## src/rtl/angle_modulate_ms.sv

```systemverilog
// angle_modulate_ms: multi-mode (FM / PM / CW) angle modulator.
// A strobed, sample-and-hold baseband stream is scaled by the deviation word.
// The result either steers the tuning word (FM) or is added straight to the
// phase (PM). The phase addresses a quarter-wave sine ROM, and the output is a
// signed carrier. The pipeline runs S0 hold, S1 product, S2 tuning word,
// S3 accumulator, S4 phase, S5 ROM and S6 sign, so a strobed sample reaches
// wave_out six enabled edges later.
//
// Interface handshake: in_valid is a one-way strobe with no ready. wave_in is
// captured into the hold register on every edge where in_valid is high,
// whether or not en is high. Between strobes the last captured sample is
// reused. cfg_load is a one-cycle pulse that copies every cfg_* input into the
// shadow configuration at that edge. The new values take effect on the
// following edge.
module angle_modulate_ms #(
  parameter int INPUT_WIDTH  = 12,
  parameter int PHASE_WIDTH  = 32,
  parameter int OUTPUT_WIDTH = 12,
  parameter int LUT_AW       = 8,
  parameter int PM_SHIFT     = 0
) (
  input  logic                               clk,
  input  logic                               RST,
  input  logic                               en,
  input  logic                               in_valid,
  input  logic [INPUT_WIDTH-1:0]             wave_in,
  input  logic                               cfg_load,
  input  logic [1:0]                         cfg_mode,
  input  logic [PHASE_WIDTH-1:0]             cfg_center,
  input  logic [PHASE_WIDTH-INPUT_WIDTH-1:0] cfg_dev,
  input  logic [PHASE_WIDTH-1:0]             cfg_phase_off,
  input  logic                               phase_clr,
  output logic [OUTPUT_WIDTH-1:0]            wave_out,
  output logic                               out_valid
);

  localparam int DEV_W     = PHASE_WIDTH - INPUT_WIDTH;
  localparam int MAG_W     = OUTPUT_WIDTH - 1;
  localparam int ROM_DEPTH = 1 << LUT_AW;
  localparam int AMP       = (1 << (OUTPUT_WIDTH - 1)) - 1;
  localparam int TOP_W     = LUT_AW + 2;
  localparam int TOP_SHIFT = PHASE_WIDTH - TOP_W;

  localparam logic [1:0] MODE_FM = 2'b00;
  localparam logic [1:0] MODE_PM = 2'b01;
  localparam logic [1:0] MODE_CW = 2'b10;

  // Quarter-wave sine magnitudes, entry k = round(AMP*sin(pi/2*k/ROM_DEPTH)).
  // The table never reaches pi/2, so every entry stays at or below AMP.
  function automatic logic [ROM_DEPTH*MAG_W-1:0] build_rom();
    logic [ROM_DEPTH*MAG_W-1:0] rom;
    real ang;
    int  val;
    rom = '0;
    for (int k = 0; k < ROM_DEPTH; k++) begin
      ang = 1.57079632679489661923 * $itor(k) / $itor(ROM_DEPTH);
      val = $rtoi($itor(AMP) * $sin(ang) + 0.5);
      rom[k*MAG_W +: MAG_W] = val[MAG_W-1:0];
    end
    return rom;
  endfunction

  localparam logic [ROM_DEPTH*MAG_W-1:0] ROM = build_rom();

  // Shadow configuration
  logic [1:0]             mode_r;
  logic [PHASE_WIDTH-1:0] center_r;
  logic [DEV_W-1:0]       dev_r;
  logic [PHASE_WIDTH-1:0] off_r;

  // Pipeline state
  logic [INPUT_WIDTH-1:0] hold;
  logic [PHASE_WIDTH-1:0] prod_r;
  logic [PHASE_WIDTH-1:0] pm_d1;
  logic [PHASE_WIDTH-1:0] pm_d2;
  logic [PHASE_WIDTH-1:0] fword_r;
  logic [PHASE_WIDTH-1:0] acc;
  logic [TOP_W-1:0]       ph_top_r;
  logic                   neg_r;
  logic [MAG_W-1:0]       mag_r;
  logic [2:0]             fill_cnt;

  // Combinational helpers
  logic                   is_fm;
  logic                   is_pm;
  logic [PHASE_WIDTH-1:0] hold_x;
  logic [PHASE_WIDTH-1:0] dev_x;
  logic [PHASE_WIDTH-1:0] prod_next;
  logic [PHASE_WIDTH-1:0] pm_term;
  logic [LUT_AW-1:0]      rom_idx;

  // Mode decode, the wrapped product, the PM phase term and the mirrored ROM index
  always_comb begin
    is_fm     = (mode_r == MODE_FM);
    is_pm     = (mode_r == MODE_PM);
    hold_x    = PHASE_WIDTH'($signed(hold));
    dev_x     = PHASE_WIDTH'(dev_r);
    prod_next = hold_x * dev_x;
    pm_term   = is_pm ? (pm_d2 << PM_SHIFT) : '0;
    rom_idx   = ph_top_r[LUT_AW-1:0] ^ {LUT_AW{ph_top_r[LUT_AW]}};
  end

  // Atomic capture of all configuration fields, independent of en
  always_ff @(posedge clk) begin
    if (RST) begin
      mode_r   <= MODE_CW;
      center_r <= '0;
      dev_r    <= '0;
      off_r    <= '0;
    end else if (cfg_load) begin
      mode_r   <= cfg_mode;
      center_r <= cfg_center;
      dev_r    <= cfg_dev;
      off_r    <= cfg_phase_off;
    end
  end

  // S0: sample-and-hold of the baseband input on each strobe
  always_ff @(posedge clk) begin
    if (RST) begin
      hold <= '0;
    end else if (in_valid) begin
      hold <= wave_in;
    end
  end

  // S1..S6: product, tuning word, accumulator, phase, ROM lookup and sign
  always_ff @(posedge clk) begin
    if (RST) begin
      prod_r   <= '0;
      pm_d1    <= '0;
      pm_d2    <= '0;
      fword_r  <= '0;
      acc      <= '0;
      ph_top_r <= '0;
      neg_r    <= 1'b0;
      mag_r    <= '0;
      wave_out <= '0;
    end else if (en) begin
      prod_r   <= prod_next;
      pm_d1    <= prod_r;
      pm_d2    <= pm_d1;
      fword_r  <= is_fm ? (center_r + prod_r) : center_r;
      acc      <= phase_clr ? '0 : (acc + fword_r);
      ph_top_r <= TOP_W'((acc + off_r + pm_term) >> TOP_SHIFT);
      neg_r    <= ph_top_r[LUT_AW+1];
      mag_r    <= ROM[rom_idx*MAG_W +: MAG_W];
      wave_out <= neg_r ? (~{1'b0, mag_r} + 1'b1) : {1'b0, mag_r};
    end
  end

  // Fill tracking: out_valid rises after six enabled cycles and then stays high
  always_ff @(posedge clk) begin
    if (RST) begin
      fill_cnt  <= '0;
      out_valid <= 1'b0;
    end else if (en && !out_valid) begin
      if (fill_cnt == 3'd5) begin
        out_valid <= 1'b1;
      end
      fill_cnt <= fill_cnt + 3'd1;
    end
  end

endmodule

```

## config.mk

```make
export PLATFORM = sky130hd
export DESIGN_NAME = angle_modulate_ms
export DESIGN_NICKNAME = d
export VERILOG_FILES = /design/src/rtl/angle_modulate_ms.sv
export SDC_FILE = /design/constraint.sdc
export NUM_CORES = 1
export LEC_CHECK = 0
export ABC_AREA = 1
export CAP_MARGIN = 20
export CORE_ASPECT_RATIO = 2
export CORE_MARGIN = 10
export CORE_UTILIZATION = 45
export DETAILED_ROUTE_END_ITERATION = 8
export GPL_TIMING_DRIVEN = 0
export HOLD_SLACK_MARGIN = 0.1
export PLACE_DENSITY = 0.63
export SYNTH_ARGS = -nofsm -noshare
export SYNTH_HDL_FRONTEND = slang
export SYNTH_SLANG_ARGS = --single-unit
```

## constraint.sdc

```tcl
create_clock -name clk -period 4.6 [get_ports clk]
set_clock_uncertainty 0.15 [all_clocks]
set_input_delay 0.92 -clock clk [delete_from_list [all_inputs] [get_ports clk]]
set_output_delay 0.92 -clock clk [all_outputs]
set_load 0.005 [all_outputs]
```

======== Word level (Yosys, flattened, before mapping) ========
Cells that the tools add are included.
storage, ports and cells
  bits of input ports ..................... 104
  output and inout port bits .............. 13
  memories ................................ 0
  memory bits (read-only) ................. 0
  register bits after elaboration ......... 296
  bits in latches ......................... 0
  RAM bits ................................ 0
operators by class
  div/mod/pow operators ................... 0
  shifts and indexed selects .............. 1
  reduce and logical (&&, ||, !) cells .... 4
  equality and inequality tests ........... 2
  add/subtract/negate cells ............... 6
  multiplexer cells ....................... 4
  order comparisons ....................... 0
  bitwise gates (word level) .............. 2
  multiply operators ...................... 2
operator list
  cell                           count
  $shiftx A2816 B13 Y11 const A  1
  $add A32 B32 Y32               4
  $mux W32                       3
  $mul A12 B21 Y32               1
  $add A12 B1 Y12 const B        1
  $mul A8 B4 Y12 const B         1
  $mux W12                       1
  $not A11 Y12                   1
  $xor A8 B8 Y8                  1
  $add A3 B1 Y3 const B          1
  $eq A3 B3 Y1 const B           1
  $eq A2 B1 Y1 const B           1
  $logic_not A2 Y1               1
  $reduce_and A2 Y1              1
  $logic_and A1 B1 Y1            1
  $logic_not A1 Y1               1

======== Longest topological paths before layout ========
  depth in word-level cells ............... 3
  depth in mapped cells ................... 25
  depth with buffers taken out ............ 24

======== Worst setup path before layout ========
OpenSTA, ideal clock, no wires.
  kind .................................... flip-flop to flip-flop
  start ................................... register dev_r[8]
  end ..................................... register prod_r[29]
  cell stages (with the launch flop) ...... 23
  path slack .............................. -229 ps
  library setup time ...................... 115 ps
  arrival ................................. 4563 ps
  buffers on the path ..................... 1
  required time ........................... 4335 ps
  clock period less this slack ............ 4829 ps
  cells stage by stage .................... dfxtp_1 -> clkbuf_1 -> nand2_1 -> fa_1 -> inv_1 -> ha_1 -> fa_1 -> inv_1 -> fa_1 -> inv_1 -> fa_1 -> ha_1 -> nand2_1 -> o21ai_0 -> nand2_1 -> nand2_1 -> nand3_1 -> nand2_1 -> nand2_1 -> nand2_1 -> nor2_1 -> o21ai_0 -> inv_1
on the way
  longest elaborated chain between the ends .. 1
RTL lines
  element                   RTL line  source
  start: declaration        68        logic [DEV_W-1:0] dev_r;
  start signal: assignment  113       dev_r <= cfg_dev;
  $mul A12 B21 Y32          98        prod_next = hold_x * dev_x;
  end signal: assignment    140       prod_r <= prod_next;
  end: declaration          73        logic [PHASE_WIDTH-1:0] prod_r;
Every way passes these cells.
A chain may end at the register's enable or synchronous reset.

======== Worst setup path in the final report ========
  start ................................... register hold[0]
  end ..................................... register prod_r[24]
on the way
  longest elaborated chain between the ends .. 1
RTL lines
  element                   RTL line  source
  start: declaration        72        logic [INPUT_WIDTH-1:0] hold;
  start signal: assignment  123       hold <= wave_in;
  $mul A12 B21 Y32          98
Every way passes these cells.

==> PnR_summary.wiki <==
{| class="wikitable"
! Metric !! Value
|-
| Share of synthesized area spent on multiplexers || 0%
|-
| Pre-CTS WS || -1.25 ns
|-
| Initial Utilization || 45.3%
|-
| Kind of critical path || flop to flop
|-
| Outcome || complete, but fails checks
|-
| Router iterations before antenna repair || 6
|-
| Mean Syn Cell Area || 6.54 µm²
|-
| Fin nets || 5041
|-
| Ranking of synthesized cells by area || sky130_fd_sc_hd__dfxtp_1 21%, sky130_fd_sc_hd__fa_1 15%, sky130_fd_sc_hd__nand2_1 15%
|-
| Achievable clock frequency || 0.196 GHz
|-
| Violation count after the first detailed-route iteration || 2009
|-
| Portion of the post-synthesis area used by sequential elements || 21.2%
|-
| Count of final setup violators || 22
|-
| Clock-pin slew reported for the worst setup and hold paths after clock tree synthesis || 0.07 ns
|-
| Sequential Power Share || 29.1%
|-
| Number of maximum-capacitance violations || 0
|-
| CTS Hold Buffers Added || 0
|-
| Critical Path Slowest Stage Cell || sky130_fd_sc_hd__fa_2
|-
| Critical Path End Type || flop
|-
| Most frequent cells in the layout || 1026 x sky130_fd_sc_hd__nand2_1, 601 x sky130_fd_sc_hd__inv_1, 596 x sky130_fd_sc_hd__nor2_1
|-
| Post-synth EDFFs || 0
|-
| Setup slack, reg-to-reg || -0.50 ns
|-
| Clock tree from TritonCTS || built
|-
| FFs w/ async S/R, synth || 0%
|-
| Critical path peak fanout || 3
|-
| Failing checks || setup timing
|-
| Layout cell share with drive strength beyond 1 || 11.2%
|-
| Site Rows || 129
|-
| DR DRC count || 0
|-
| Root buffer selected by CTS || sky130_fd_sc_hd__clkbuf_16
|-
| Post-route antenna net violation count || 0
|-
| Final weighted congestion of routability-driven global placement || 1.05
|-
| Hold violation total from the final report || 0
|-
| Largest stage delay on the critical path || 0.64 ns
|-
| Post-layout utilization of the core || 55.2%
|-
| Die Ht || 373 µm
|-
| Number of clock sinks || 296
|-
| Maximum count of clock buffers along a single path || 3
|-
| Deepest level of the CTS H-tree || 1
|-
| Adder-Cell Fraction of Synth Area || 24.0%
|-
| Unrepaired setup endpoints after global routing || true
|-
| Combinational family with the most area after synthesis || simple AND/OR/NAND/NOR gates
|-
| Post-Syn Nets || 4796
|-
| Area fraction in compound gates after synthesis || 12.6%
|-
| Share of total power in combinational logic || 45.0%
|-
| Clk_lat worst skew || 0.62 ns
|-
| Final worst-path setup slack || -0.501 ns
|-
| Setup TNS || -8.33 ns
|-
| DRT Wirelength || 126000 µm
|-
| Syn Inst Count || 4282
|-
| Worst Path Arrival || 5.52 ns
|-
| Post-Layout Inst Area || 34100 µm²
|-
| Area growth from synthesis to final layout || 21.8%
|-
| Type of the tightest min-delay check || flop to flop
|-
| Initial antenna violation count || 1
|-
| Most Frequent Cell on Critical Path || sky130_fd_sc_hd__fa_1
|-
| Most common cell after layout, fill and taps aside || sky130_fd_sc_hd__nand2_1
|-
| Slew headroom || 19.2%
|-
| Synth warnings || 0
|-
| Congestion Overflow GR || 0
|-
| Final period demand of the worst path || 5.10 ns
|-
| Power density over cell area || 308 nW/µm²
|-
| Post-Synth Simple-Gate Area || 29.3%
|-
| I/O pin count || 117
|-
| Xor-xnor portion of the synthesized cell area || 1.46%
|-
| Horiz. Die Dim || 196 µm
|-
| Wire length of the first global-routing pass || 184000 µm
|-
| Final-report max-slew violation count || 0
|-
| Post-synthesis cell type with the largest combined area || sky130_fd_sc_hd__dfxtp_1
|-
| Critical Path RT || 5.02 ns
|-
| Via count of the routed design || 29400
|-
| Inserted Clock Buffers || 31
|-
| Switching power summed over all nets || 4450 µW
|-
| Post-synth cell types || 46
|-
| Die area || 73200 µm²
|-
| Top cell type's share of synthesized area || 21.2%
|-
| Number of storage elements in the synthesis netlist || 296
|-
| Placed inst area || 30300 µm²
|-
| Core Region || 61800 µm²
|-
| Share of total power in the clock network || 25.9%
|-
| Total Routing Usage GR || 33.2%
|-
| Proportion of total power due to net switching || 42.3%
|-
| Period utilization || 111%
|-
| Maximum number of pins on one net before global-route repair || 16
|-
| Dominant synthesized flop cell || sky130_fd_sc_hd__dfxtp_1
|-
| Post-Syn Area || 28000 µm²
|-
| Vias per cell || 5.51
|-
| Vias in the first global route || 30400
|-
| Half-perimeter wire length after detailed placement || 98800 µm
|-
| Slew at the pin closest to its max-slew limit || 1.21 ns
|-
| Leak Pwr || 0.0168 µW
|-
| Worst setup SP type || flop
|-
| Post-DR wirelength/cell || 23.6 µm
|-
| Cells along the critical path || clkbuf_16 -> nand2_4 -> inv_4 -> fa_2 -> inv_2 -> fa_1 -> fa_1 -> inv_1 -> fa_1 -> inv_1 -> fa_1 -> inv_2 -> ha_4 -> nand2_4 -> nor2_1 -> nand2_1 -> nand2_2 -> nand3_2 -> nand2_4 -> nand2_2 -> a21o_1 -> nand3_1 -> nand2_1 -> inv_1
|-
| Cell internal pwr || 6060 µW
|-
| PortBufs || 113
|-
| Top cell family by delay on the critical path || adder cells
|-
| Maximum vdd ir drop || 0.311 mV
|-
| Buf/Inv on CP || 7
|}
logic make-up (layout without fill, tap and decap cells):
family                     count (synthesis)  in the layout
adders and majority gates                410            410
DFF                                      296            296
buffers and inverters                    823           1092
other                                      0              1
and+or+nand+nor                         2039           2039
xor gates and xnor gates                  45             45
AOI/OAI and AO/OA                        669            669
cells in the mapped netlist, types with 4 or more instances:
cell and count:
sky130_fd_sc_hd__nand2_1 1090, sky130_fd_sc_hd__inv_1 639, sky130_fd_sc_hd__nor2_1 613, sky130_fd_sc_hd__a21oi_1 296, sky130_fd_sc_hd__dfxtp_1 296, sky130_fd_sc_hd__o21ai_0 295
sky130_fd_sc_hd__nand3_1 230, sky130_fd_sc_hd__fa_1 213, sky130_fd_sc_hd__ha_1 197, sky130_fd_sc_hd__clkbuf_1 146, sky130_fd_sc_hd__nor3_1 27, sky130_fd_sc_hd__nand4_1 25
sky130_fd_sc_hd__xor2_1 25, sky130_fd_sc_hd__o211ai_1 24, sky130_fd_sc_hd__xnor2_1 18, sky130_fd_sc_hd__buf_2 14, sky130_fd_sc_hd__o21bai_1 14, sky130_fd_sc_hd__or2_2 13
sky130_fd_sc_hd__nand3b_1 12, sky130_fd_sc_hd__nand2_2 11, sky130_fd_sc_hd__a21o_1 10, sky130_fd_sc_hd__buf_6 8, sky130_fd_sc_hd__o221ai_1 7, sky130_fd_sc_hd__buf_1 6
sky130_fd_sc_hd__buf_4 6, sky130_fd_sc_hd__nor4_1 6, sky130_fd_sc_hd__o21a_1 5, sky130_fd_sc_hd__a21boi_0 4, sky130_fd_sc_hd__a31oi_1 4, sky130_fd_sc_hd__and2_1 4
flip-flops by register name, indices dropped and copies added (netlist names):
name and count:
out_valid 1, center_r 32, ph_top_r 10, pm_d1 32, wave_out 12, fill_cnt 3
off_r 32, mode_r 2, mag_r 11, dev_r 20, pm_d2 32, acc 32
prod_r 32, neg_r 1, hold 12, fword_r 32
final timing paths:
kind / start / to / cells after the start
setup / recovery: hold[0] / prod_r[24] / 24
hold / removal: pm_d2[12] / pm_d2[12] / 2
setup reg to reg: hold[0] / prod_r[24] / 24
hold reg to reg: pm_d2[12] / pm_d2[12] / 2
final cells by class:
class / instances / area [µm²]
antenna: 1 / 2.50
buffer: 180 / 1350
clock buffer: 36 / 825
clock inverter: 21 / 245
fill: 6170 / 27700
inverter: 643 / 2440
multi-input combinational: 3163 / 20100
sequential: 296 / 6010
tap: 786 / 983
timing repair buffer: 212 / 2150
worst reg2reg max path, cell delays in order (launching register included):
cell                        delay (ns)
sky130_fd_sc_hd__dfxtp_4          0.36
sky130_fd_sc_hd__clkbuf_16        0.15
sky130_fd_sc_hd__nand2_4          0.06
sky130_fd_sc_hd__inv_4            0.04
sky130_fd_sc_hd__fa_2             0.65
sky130_fd_sc_hd__inv_2            0.06
sky130_fd_sc_hd__fa_1             0.47
sky130_fd_sc_hd__fa_1             0.55
sky130_fd_sc_hd__inv_1            0.05
sky130_fd_sc_hd__fa_1             0.48
sky130_fd_sc_hd__inv_1            0.05
sky130_fd_sc_hd__fa_1             0.49
sky130_fd_sc_hd__inv_2            0.05
sky130_fd_sc_hd__ha_4             0.33
sky130_fd_sc_hd__nand2_4          0.10
sky130_fd_sc_hd__nor2_1           0.13
sky130_fd_sc_hd__nand2_1          0.08
sky130_fd_sc_hd__nand2_2          0.13
sky130_fd_sc_hd__nand3_2          0.11
sky130_fd_sc_hd__nand2_4          0.15
sky130_fd_sc_hd__nand2_2          0.08
sky130_fd_sc_hd__a21o_1           0.17
sky130_fd_sc_hd__nand3_1          0.06
sky130_fd_sc_hd__nand2_1          0.07
sky130_fd_sc_hd__inv_1            0.05
power by group through the flow:
stage,clock (µW),sequential (µW),combinational [µW]
finish,2720,3050,4720
global route,2840,3060,5110
CTS,2750,3020,4220
detailed placement,0,3060,3540
global placement,0,3060,3530
floorplan,0,2930,2380
routing by layer:
layer / track usage [%] / wire (µm) / up-vias
met5: 0 / 0 / -
met4: 32.3 / 15000 / 0
met3: 4.01 / 6360 / 591
met2: 61.4 / 64800 / 1227
met1: 30.2 / 39700 / 13700
li1: - / - / 13900
what timing repair did:
| action | 4_1_cts | 5_1_grt |
|---|---|---|
| hold endpoints to repair | 0 | 0 |
| setup endpoints to repair | 25 | 23 |
| gates resized for setup | 351 | 156 |
| setup buffers | 64 | 24 |
| pin swaps | 71 | 83 |
| gates cloned | 10 | 2 |
per-stage QoR:
step           hold WS, ns  total power, µW  instances
2_1_floorplan        0.284             5310       4282
3_3_place_gp         0.294             6590       5181
3_5_place_dp         0.300             6600       5182
4_1_cts              0.310             9990       5312
5_1_grt              0.328            11000       5337
6_report             0.308            10500       5338
No activity file was read; power rests on OpenSTA's default activity.
